$ cat src/rtl/rv32_mem_pkg.sv
`default_nettype none
// +--------------------------------------------------------------------------+
// | Module   : rv32_mem_pkg                                                  |
// | Purpose  : Shared definitions for the RV32 memory-access stage: access   |
// |            width encodings and the stage FSM state encoding.             |
// | Ports    : none (package)                                                |
// | Revision : 1.0 - initial release                                         |
// +--------------------------------------------------------------------------+
package rv32_mem_pkg;

   // Access width encodings as driven by the execute stage. 2'b11 is
   // illegal and is handled everywhere as a word access.
   localparam logic [1:0] RV32_MEM_WIDTH_BYTE = 2'b00;
   localparam logic [1:0] RV32_MEM_WIDTH_HALF = 2'b01;
   localparam logic [1:0] RV32_MEM_WIDTH_WORD = 2'b10;

   typedef enum logic [0:0] {
      RV32_MEM_IDLE = 1'b0,
      RV32_MEM_BUSY = 1'b1
   } rv32_mem_state_t;

endpackage : rv32_mem_pkg
`default_nettype wire

$ cat src/rtl/rv32_mem_align.sv
`default_nettype none
// +--------------------------------------------------------------------------+
// | Module   : rv32_mem_align                                                |
// | Purpose  : Combinational byte-lane logic for the memory stage.           |
// |            Store side: lane steering, byte-enable mask, alignment check. |
// |            Load side : byte/half extraction and sign/zero extension.     |
// | Ports    : st_width, st_addr_lo, st_data   -> st_mask, st_value,         |
// |                                               misaligned                 |
// |            ld_width, ld_addr_lo, ld_zero_extend, ld_data -> ld_value     |
// | Revision : 1.0 - initial release                                         |
// +--------------------------------------------------------------------------+
module rv32_mem_align
   import rv32_mem_pkg::*;
(
   input  logic [1:0]  st_width,
   input  logic [1:0]  st_addr_lo,
   input  logic [31:0] st_data,
   output logic [3:0]  st_mask,
   output logic [31:0] st_value,
   output logic        misaligned,
   input  logic [1:0]  ld_width,
   input  logic [1:0]  ld_addr_lo,
   input  logic        ld_zero_extend,
   input  logic [31:0] ld_data,
   output logic [31:0] ld_value
);

   logic [7:0]  w_ld_byte;
   logic [15:0] w_ld_half;
   logic        w_ld_sign;

   // Store steering: narrow data is replicated across lanes so the mask
   // alone selects which bytes memory actually updates.
   always_comb begin
      st_mask    = 4'b1111;
      st_value   = st_data;
      misaligned = 1'b0;
      case (st_width)
         RV32_MEM_WIDTH_BYTE: begin
            st_mask  = 4'b0001 << st_addr_lo;
            st_value = {4{st_data[7:0]}};
         end
         RV32_MEM_WIDTH_HALF: begin
            st_mask    = 4'b0011 << {st_addr_lo[1], 1'b0};
            st_value   = {2{st_data[15:0]}};
            misaligned = st_addr_lo[0];
         end
         default: begin
            misaligned = |st_addr_lo;
         end
      endcase
   end

   // Load extraction uses the width/offset latched at acceptance, since the
   // read data only arrives after the execute stage has moved on.
   always_comb begin
      case (ld_addr_lo)
         2'b00:   w_ld_byte = ld_data[7:0];
         2'b01:   w_ld_byte = ld_data[15:8];
         2'b10:   w_ld_byte = ld_data[23:16];
         default: w_ld_byte = ld_data[31:24];
      endcase
      w_ld_half = ld_addr_lo[1] ? ld_data[31:16] : ld_data[15:0];
      w_ld_sign = 1'b0;
      case (ld_width)
         RV32_MEM_WIDTH_BYTE: begin
            w_ld_sign = w_ld_byte[7] & ~ld_zero_extend;
            ld_value  = {{24{w_ld_sign}}, w_ld_byte};
         end
         RV32_MEM_WIDTH_HALF: begin
            w_ld_sign = w_ld_half[15] & ~ld_zero_extend;
            ld_value  = {{16{w_ld_sign}}, w_ld_half};
         end
         default: begin
            ld_value = ld_data;
         end
      endcase
   end

endmodule : rv32_mem_align
`default_nettype wire

$ cat src/rtl/rv32_mem.sv
`default_nettype none
// +--------------------------------------------------------------------------+
// | Module   : rv32_mem                                                      |
// | Purpose  : RV32 memory-access pipeline stage. Passes non-memory results  |
// |            through in one cycle; issues single-outstanding load/store    |
// |            requests on the data bus and stalls execute while in flight. |
// | Ports    : clk, reset (async, active-high)                               |
// |            execute side : valid_in, read_in, write_in, width_in,         |
// |                           zero_extend_in, rd_in, rd_write_in, result_in, |
// |                           rs2_value_in, flush_in, stall_out              |
// |            data bus     : bus_address_out, bus_read_out, bus_write_out,  |
// |                           bus_write_mask_out, bus_write_value_out,       |
// |                           bus_read_value_in, bus_ready_in                |
// |            writeback    : valid_out, rd_out, rd_write_out, rd_value_out, |
// |                           misaligned_out                                 |
// | Revision : 1.0 - initial release                                         |
// +--------------------------------------------------------------------------+
module rv32_mem
   import rv32_mem_pkg::*;
(
   input  logic        clk,
   input  logic        reset,
   input  logic        valid_in,
   input  logic        read_in,
   input  logic        write_in,
   input  logic [1:0]  width_in,
   input  logic        zero_extend_in,
   input  logic [4:0]  rd_in,
   input  logic        rd_write_in,
   input  logic [31:0] result_in,
   input  logic [31:0] rs2_value_in,
   input  logic        flush_in,
   output logic        stall_out,
   output logic [31:0] bus_address_out,
   output logic        bus_read_out,
   output logic        bus_write_out,
   output logic [3:0]  bus_write_mask_out,
   output logic [31:0] bus_write_value_out,
   input  logic [31:0] bus_read_value_in,
   input  logic        bus_ready_in,
   output logic        valid_out,
   output logic [4:0]  rd_out,
   output logic        rd_write_out,
   output logic [31:0] rd_value_out,
   output logic        misaligned_out
);

   rv32_mem_state_t r_state;

   // Context of the in-flight access, captured at acceptance.
   logic [4:0]  r_rd;
   logic        r_rd_write;
   logic [1:0]  r_width;
   logic        r_zero_extend;
   logic [1:0]  r_addr_lo;
   logic        r_is_load;
   logic        r_killed;

   logic [3:0]  w_st_mask;
   logic [31:0] w_st_value;
   logic [31:0] w_ld_value;
   logic        w_misaligned;
   logic        w_is_mem;
   logic        w_is_store;
   logic        w_offer;
   logic        w_accept_mem;
   logic        w_killed;

   // A request with both strobes set is handled as a load.
   assign w_is_mem     = read_in | write_in;
   assign w_is_store   = write_in & ~read_in;
   assign w_offer      = valid_in & ~flush_in;
   assign w_accept_mem = (r_state == RV32_MEM_IDLE) & w_offer & w_is_mem & ~w_misaligned;

   // Stall covers the accepting cycle too, so execute never presents a new
   // instruction into the cycle the bus request goes out.
   assign stall_out = w_accept_mem | ((r_state == RV32_MEM_BUSY) & ~bus_ready_in);

   // A flush seen at any point during BUSY, including the completing cycle,
   // suppresses the writeback pulse but never the bus access itself.
   assign w_killed = r_killed | flush_in;

   rv32_mem_align u_align (
      .st_width       (width_in),
      .st_addr_lo     (result_in[1:0]),
      .st_data        (rs2_value_in),
      .st_mask        (w_st_mask),
      .st_value       (w_st_value),
      .misaligned     (w_misaligned),
      .ld_width       (r_width),
      .ld_addr_lo     (r_addr_lo),
      .ld_zero_extend (r_zero_extend),
      .ld_data        (bus_read_value_in),
      .ld_value       (w_ld_value)
   );

   always_ff @(posedge clk or posedge reset) begin
      if (reset) begin
         r_state             <= RV32_MEM_IDLE;
         r_rd                <= 5'd0;
         r_rd_write          <= 1'b0;
         r_width             <= RV32_MEM_WIDTH_BYTE;
         r_zero_extend       <= 1'b0;
         r_addr_lo           <= 2'b00;
         r_is_load           <= 1'b0;
         r_killed            <= 1'b0;
         bus_address_out     <= 32'd0;
         bus_read_out        <= 1'b0;
         bus_write_out       <= 1'b0;
         bus_write_mask_out  <= 4'd0;
         bus_write_value_out <= 32'd0;
         valid_out           <= 1'b0;
         rd_out              <= 5'd0;
         rd_write_out        <= 1'b0;
         rd_value_out        <= 32'd0;
         misaligned_out      <= 1'b0;
      end else begin
         // Writeback outputs are single-cycle pulses.
         valid_out      <= 1'b0;
         misaligned_out <= 1'b0;
         case (r_state)
            RV32_MEM_IDLE: begin
               if (w_offer) begin
                  if (!w_is_mem) begin
                     valid_out    <= 1'b1;
                     rd_out       <= rd_in;
                     rd_write_out <= rd_write_in;
                     rd_value_out <= result_in;
                  end else if (w_misaligned) begin
                     // Faulting address is kept on rd_value_out for the
                     // trap logic downstream.
                     valid_out      <= 1'b1;
                     misaligned_out <= 1'b1;
                     rd_out         <= rd_in;
                     rd_write_out   <= 1'b0;
                     rd_value_out   <= result_in;
                  end else begin
                     bus_address_out     <= {result_in[31:2], 2'b00};
                     bus_read_out        <= read_in;
                     bus_write_out       <= w_is_store;
                     bus_write_mask_out  <= w_is_store ? w_st_mask : 4'b0000;
                     bus_write_value_out <= w_st_value;
                     r_rd                <= rd_in;
                     r_rd_write          <= rd_write_in;
                     r_width             <= width_in;
                     r_zero_extend       <= zero_extend_in;
                     r_addr_lo           <= result_in[1:0];
                     r_is_load           <= read_in;
                     r_killed            <= 1'b0;
                     r_state             <= RV32_MEM_BUSY;
                  end
               end
            end
            RV32_MEM_BUSY: begin
               if (flush_in) begin
                  r_killed <= 1'b1;
               end
               if (bus_ready_in) begin
                  bus_read_out  <= 1'b0;
                  bus_write_out <= 1'b0;
                  valid_out     <= ~w_killed;
                  rd_out        <= r_rd;
                  rd_write_out  <= r_is_load & r_rd_write;
                  if (r_is_load) begin
                     rd_value_out <= w_ld_value;
                  end
                  r_state <= RV32_MEM_IDLE;
               end
            end
            default: begin
               r_state <= RV32_MEM_IDLE;
            end
         endcase
      end
   end

endmodule : rv32_mem
`default_nettype wire
$ cat config.mk
export PLATFORM = sky130hd
export DESIGN_NAME = rv32_mem
export DESIGN_NICKNAME = d
export VERILOG_FILES = /design/src/rtl/rv32_mem_pkg.sv /design/src/rtl/rv32_mem_align.sv /design/src/rtl/rv32_mem.sv
export SDC_FILE = /design/constraint.sdc
export NUM_CORES = 1
export LEC_CHECK = 0
export BUFFER_PORTS_ARGS = -buffer_cell sky130_fd_sc_hd__buf_4
export CORE_ASPECT_RATIO = 1.4
export CORE_MARGIN = 1.5
export CORE_UTILIZATION = 45
export DETAILED_ROUTE_END_ITERATION = 6
export GPL_TIMING_DRIVEN = 0
export PLACE_DENSITY = 0.77
export SETUP_SLACK_MARGIN = 0.02
export SLEW_MARGIN = 20
export SYNTH_ARGS = -nofsm -noshare
export SYNTH_HDL_FRONTEND = slang
export SYNTH_SLANG_ARGS = --single-unit
export TNS_END_PERCENT = 50
$ cat constraint.sdc
create_clock -name clk -period 3.76 [get_ports clk]
set_input_delay 0.376 -clock clk [delete_from_list [all_inputs] [get_ports clk]]
set_output_delay 0.376 -clock clk [all_outputs]
set_load 0.05 [all_outputs]
=== After elaboration in Yosys (flattened, before gate mapping) ===
Index checks and enable logic that the tools add are counted.

* Bits in registers: 122
* Output and inout port bits: 111
* Bits of input ports: 112

* Equal/unequal tests: 11
* Shifts and indexed selects: 2
* Reduce and logical (&&, ||, !) cells: 9
* Bitwise gates (word level): 19
* Mux-type cells: 50

{| class="wikitable"
|+ Operator list
! operator !! number
|-
| $pmux 32 s2 || 3
|-
| $mux 32 || 5
|-
| $mux 1 || 26
|-
| $pmux 8 s3 || 1
|-
| $mux 5 || 4
|-
| $mux 16 || 1
|-
| $reduce_and 4->1 || 4
|-
| $pmux 1 s2 || 7
|-
| $ne 2x2->1 const B || 5
|-
| $pmux 5 s2 || 1
|-
| $and 1x1->1 || 9
|-
| $pmux 4 s2 || 1
|-
| $not 1->1 || 7
|-
| $eq 2x1->1 const B || 3
|-
| $logic_not 2->1 || 3
|-
| $mux 4 || 1
|-
| $shl 1x2->4 const A || 1
|-
| $shl 2x2->4 const A || 1
|-
| $ne 3x3->1 const B || 1
|-
| $or 1x1->1 || 3
|-
| $reduce_and 3->1 || 1
|-
| $eq 2x2->1 const B || 1
|-
| $ne 2x1->1 const B || 1
|-
| $reduce_or 2->1 || 1
|}

=== Depth between registers and ports, before layout ===
* Depth after elaboration: 7
* Gate-level depth with buffers: 7
* Mapped depth without buffers: 4

=== Cells and area by module ===
A second synthesis with hierarchy kept.

* Cell total of the unflattened synthesis: 493
* Area total of the unflattened synthesis: 6248.5 sq um

{| class="wikitable"
|+ By module, submodules not included
! module !! instances !! seq. area each (sq um) !! area each (sq um) !! cells each
|-
| rv32_mem || 1 || 3052.9 || 5099.9 || 328
|-
| rv32_mem_align || 1 || 0.0 || 1148.6 || 165
|}

=== Least setup slack after synthesis ===
No wires, ideal clock.

* Path kind: register to output
* Start point: register r_state
* End point: output port stall_out
* Setup slack: 1549 ps
* Data arrival time: 1835 ps
* Path buffers: 2
* Stages on the path, launching flop included: 5
* Cells stage by stage: dfrtp_1 buf_6 inv_1 clkbuf_1 o21ai_0

* Word-level cells in the longest chain between the ends: 5
* Elaborated cells between the ends (all ways): 6

{| class="wikitable"
|+ Ends and longest elaborated chain
! what !! line !! text
|-
| from (decl) || rv32_mem.sv:48 || <nowiki>rv32_mem_state_t r_state;</nowiki>
|-
| from (signal assigned) || rv32_mem.sv:99 || <nowiki>r_state <= RV32_MEM_IDLE;</nowiki>
|-
| from (signal assigned) || rv32_mem.sv:150 || <nowiki>r_state <= RV32_MEM_BUSY;</nowiki>
|-
| from (signal assigned) || rv32_mem.sv:167 || <nowiki>r_state <= RV32_MEM_IDLE;</nowiki>
|-
| $not 1->1 (no line) || - ||
|-
| $and 1x1->1 (3 in series) || rv32_mem.sv:73 || <nowiki>assign w_accept_mem = (r_state == RV32_MEM_IDLE) & w_offer & w_is_mem & ~w_misaligned;</nowiki>
|-
| $or 1x1->1 (*) || rv32_mem.sv:77 || <nowiki>assign stall_out = w_accept_mem | ((r_state == RV32_MEM_BUSY) & ~bus_ready_in);</nowiki>
|-
| to (decl) || rv32_mem.sv:33 || <nowiki>output logic stall_out,</nowiki>
|}

Every way passes the cells marked *; elsewhere a longest branch is shown, timed or not.

=== Worst setup path in the final report ===
Same ends and word-level chain as after synthesis.

==> results.json <==
{
  "place_congestion": 0.922,
  "post-synth-top-area-cell": "dfrtp_1",
  "crit_chain": "buf_6 -> nor3b_2 -> nand3_4 -> buf_2 -> buf_2 -> o21ai_0 -> buf_4",
  "r2r_slack_ps": 1900,
  "die_h_um": 140,
  "cpPeakStageDelay_ps": 370,
  "hold_depth": 2,
  "hold_ws_ps": 154,
  "dieArea_um2": 14200,
  "dp.final_hpwl_mm": 15.2,
  "grt_pass1_wl_mm": 30.6,
  "setup_viol": 0,
  "crit_start": "r_state$_DFF_PP0_",
  "cts_buffers": 17,
  "insertion_delay_ps": 410,
  "syn_inst": 671,
  "rsz0062_at_grt": "false",
  "antenna_found_initial": 0,
  "yosysMostFrequentCell": "nand2_1",
  "syn_avg_cell_area_um2": 9.04,
  "gr-total-overflow": 0,
  "core_um2": 13300,
  "final.min_clock_period_ps": 2540,
  "drcViolationCount": 0,
  "cts_buffer_depth": 2,
  "switching_power_mw": 2.56,
  "dieWidth_um": 101,
  "critPathCapture": "stall_out",
  "fill_cells": 1200,
  "grt_max_degree": 77,
  "clock-root-buffer": "clkbuf_16",
  "wire_per_inst_um": 18.0,
  "drv_slew": 0,
  "fin_skew_ps": 7.77,
  "drive_gt1_share_pct": 31.3,
  "drt_iter0_markers": 322,
  "r2r_start": "r_state$_DFF_PP0_",
  "top_level_ports": 223,
  "crit_required_ps": 3380,
  "startpoint_type": "flip-flop",
  "pwr-share-clk_pct": 25.3,
  "first_pass_iters": 4,
  "synth_top_area_share_pct": 50.3,
  "first_global_vias": 5985,
  "worstPathArrival_ps": 2160,
  "port_buffers": 220,
  "peakVddDrop_uv": 333,
  "ys.warnings.count": 0,
  "cts_tree": "yes",
  "placed_area_um2": 7980,
  "crit_top_cell": "buf_2",
  "ys_seq_elements": 122,
  "dp_cells": 1075,
  "rows": 50,
  "clkSinkCount": 122,
  "synthesis.area_um2": 6070,
  "layout.nets": 1025,
  "drtAntennaViolNets": 0,
  "hp-class": "input pin to flip-flop",
  "synth_flop_cell": "dfrtp_1",
  "async_reset_ff_share_pct": 100,
  "final_cells": 1106,
  "cts_htree_levels": 4,
  "p_int_mw": 3.38,
  "path_class": "flip-flop to output port",
  "relSlewSlack_pct": 58.1,
  "pre_cts_ws_ps": 1510,
  "switching_share_pct": 43.1,
  "crit_fanout": 10,
  "p_leak_nw": 4.31,
  "r2r_end": "rd_value_out[19]$_DFFE_PP0P_",
  "vias": 5890,
  "reg2regPathDepth": 6,
  "grt_use_total_pct": 28.3,
  "critPathCaptureType": "output port",
  "slowest_stage": "dfrtp_1",
  "p_per_area_nw_per_um2": 697,
  "netlist_top_cells_area": "dfrtp_1 50%, nand2_1 11%, mux2i_1 7.4%",
  "seq_power_share_pct": 31.1,
  "synthToLayoutAreaGrowth_pct": 40.6,
  "worst_pin_slew_ps": 629,
  "fmax_mhz": 394,
  "fin_area_um2": 8530,
  "hold_viol": 0,
  "combPwrFrac_pct": 43.6,
  "status": "complete, no violations",
  "cts_setup_buffers": 0,
  "worst_slack_ps": 1220,
  "finalWirelength_mm": 19.9,
  "clk_pin_slew_ps": 50,
  "start_util_pct": 45.7,
  "seq_area_frac_synth_pct": 50.3,
  "post-route-period-util_pct": 67.4,
  "synth_cell_types": 45,
  "vias_per_cell": 5.33,
  "synthTopCellsByCount": "185 x nand2_1, 122 x dfrtp_1, 53 x o21ai_0",
  "cap_violations": 0,
  "synth_edf_count": 0,
  "antennaDiodeCount": 0
}
critical path, delay by kind of cell, from the launching register on:
family / cells / cell delay, ps
DFF: 1 / 370
and+or+nand+nor: 2 / 460
AOI/OAI and AO/OA: 1 / 90
buffers and inverters: 4 / 830
flip-flops by register name, summed over array words and instances, names as in the netlist:
| signal | flops |
|---|---|
| r_rd_write | 1 |
| r_killed | 1 |
| rd_write_out | 1 |
| r_zero_extend | 1 |
| rd_out | 5 |
| bus_write_value_out | 32 |
| r_addr_lo | 2 |
| misaligned_out | 1 |
| bus_write_mask_out | 4 |
| bus_read_out | 1 |
| r_is_load | 1 |
| valid_out | 1 |
| rd_value_out | 32 |
| r_width | 2 |
| r_rd | 5 |
| r_state | 1 |
| bus_write_out | 1 |
| bus_address_out | 30 |
per-stage QoR:
step | total power, mW | util, % | setup TNS, ps
detailed placement | 4.46 | 60.2 | 0
global placement | 4.41 | 59.9 | -166260
global route | 6.18 | 64.3 | 0
CTS | 5.97 | 64.3 | 0
finish | 5.94 | 64.3 | 0
floorplan | 3.59 | - | 0
area by class of cell:
cell class / count / area (µm²) / area share [%]
Sequential cell: 122 / 3050 / 35.8
Clock inverter: 8 / 72.6 / 0.851
Timing Repair Buffer: 222 / 1690 / 19.8
Inverter: 7 / 31.3 / 0.367
Tap cell: 182 / 228 / 2.67
Buffer: 53 / 283 / 3.32
Multi-Input combinational cell: 490 / 2710 / 31.7
Clock buffer: 22 / 464 / 5.44
power by group through the flow:
stage	clock (mW)	combinational [mW]	sequential, mW
6_report	1.51	2.59	1.85
3_5_place_dp	0	2.59	1.87
5_1_grt	1.57	2.73	1.89
4_1_cts	1.52	2.60	1.85
3_3_place_gp	0	2.56	1.86
2_1_floorplan	0	0.666	2.92
per-layer routing:
| layer | track usage, % | routed length, µm |
|---|---|---|
| met1 | 31.7 | 7470 |
| met3 | 7.68 | 1470 |
| met2 | 49.3 | 10200 |
| met5 | 0 | 0 |
| met4 | 13.2 | 705 |
kinds of logic after synthesis:
logic type	share of synthesized area, %
AO/OA/AOI/OAI	15.3
buffers and inverters	5.10
flip-flops	50.3
multiplexers	7.67
other	0.0618
AND/OR/NAND/NOR	21.6
worst min-delay path by stage:
stage | start | end | slack (ps)
2_1_floorplan | flush_in | valid_out$_DFF_PP0_ | 440
3_3_place_gp | r_rd[4]$_DFFE_PP0P_ | r_rd[4]$_DFFE_PP0P_ | 460
3_5_place_dp | reset | bus_write_value_out[23]$_DFFE_PP0P_ | 430
4_1_cts | flush_in | valid_out$_DFF_PP0_ | 140
5_1_grt | flush_in | valid_out$_DFF_PP0_ | 150
6_report | flush_in | valid_out$_DFF_PP0_ | 150
cells in the final DEF (no fill, tap or decap), drive strengths merged, types with 2 or more instances in the layout:
| cell type | n |
|---|---|
| buf | 250 |
| nand2 | 185 |
| dfrtp | 122 |
| o21ai | 54 |
| clkbuf | 46 |
| mux2i | 45 |
| a21oi | 42 |
| nand3 | 26 |
| nor3 | 24 |
| a31oi | 23 |
| and3 | 18 |
| nor2 | 15 |
| nand3b | 8 |
| nor2b | 8 |
| o221ai | 7 |
| o211ai | 7 |
| inv | 7 |
| clkinv | 4 |
| o22ai | 4 |
| o31ai | 3 |
| clkinvlp | 3 |
| nand2b | 2 |
| o41ai | 2 |
| conb | 2 |
timing repair:
action,4_1_cts,5_1_grt
hold buffers,1,0
gates resized for setup,0,0
hold endpoints to repair,13,0
Power figures use the tool's default switching activity.
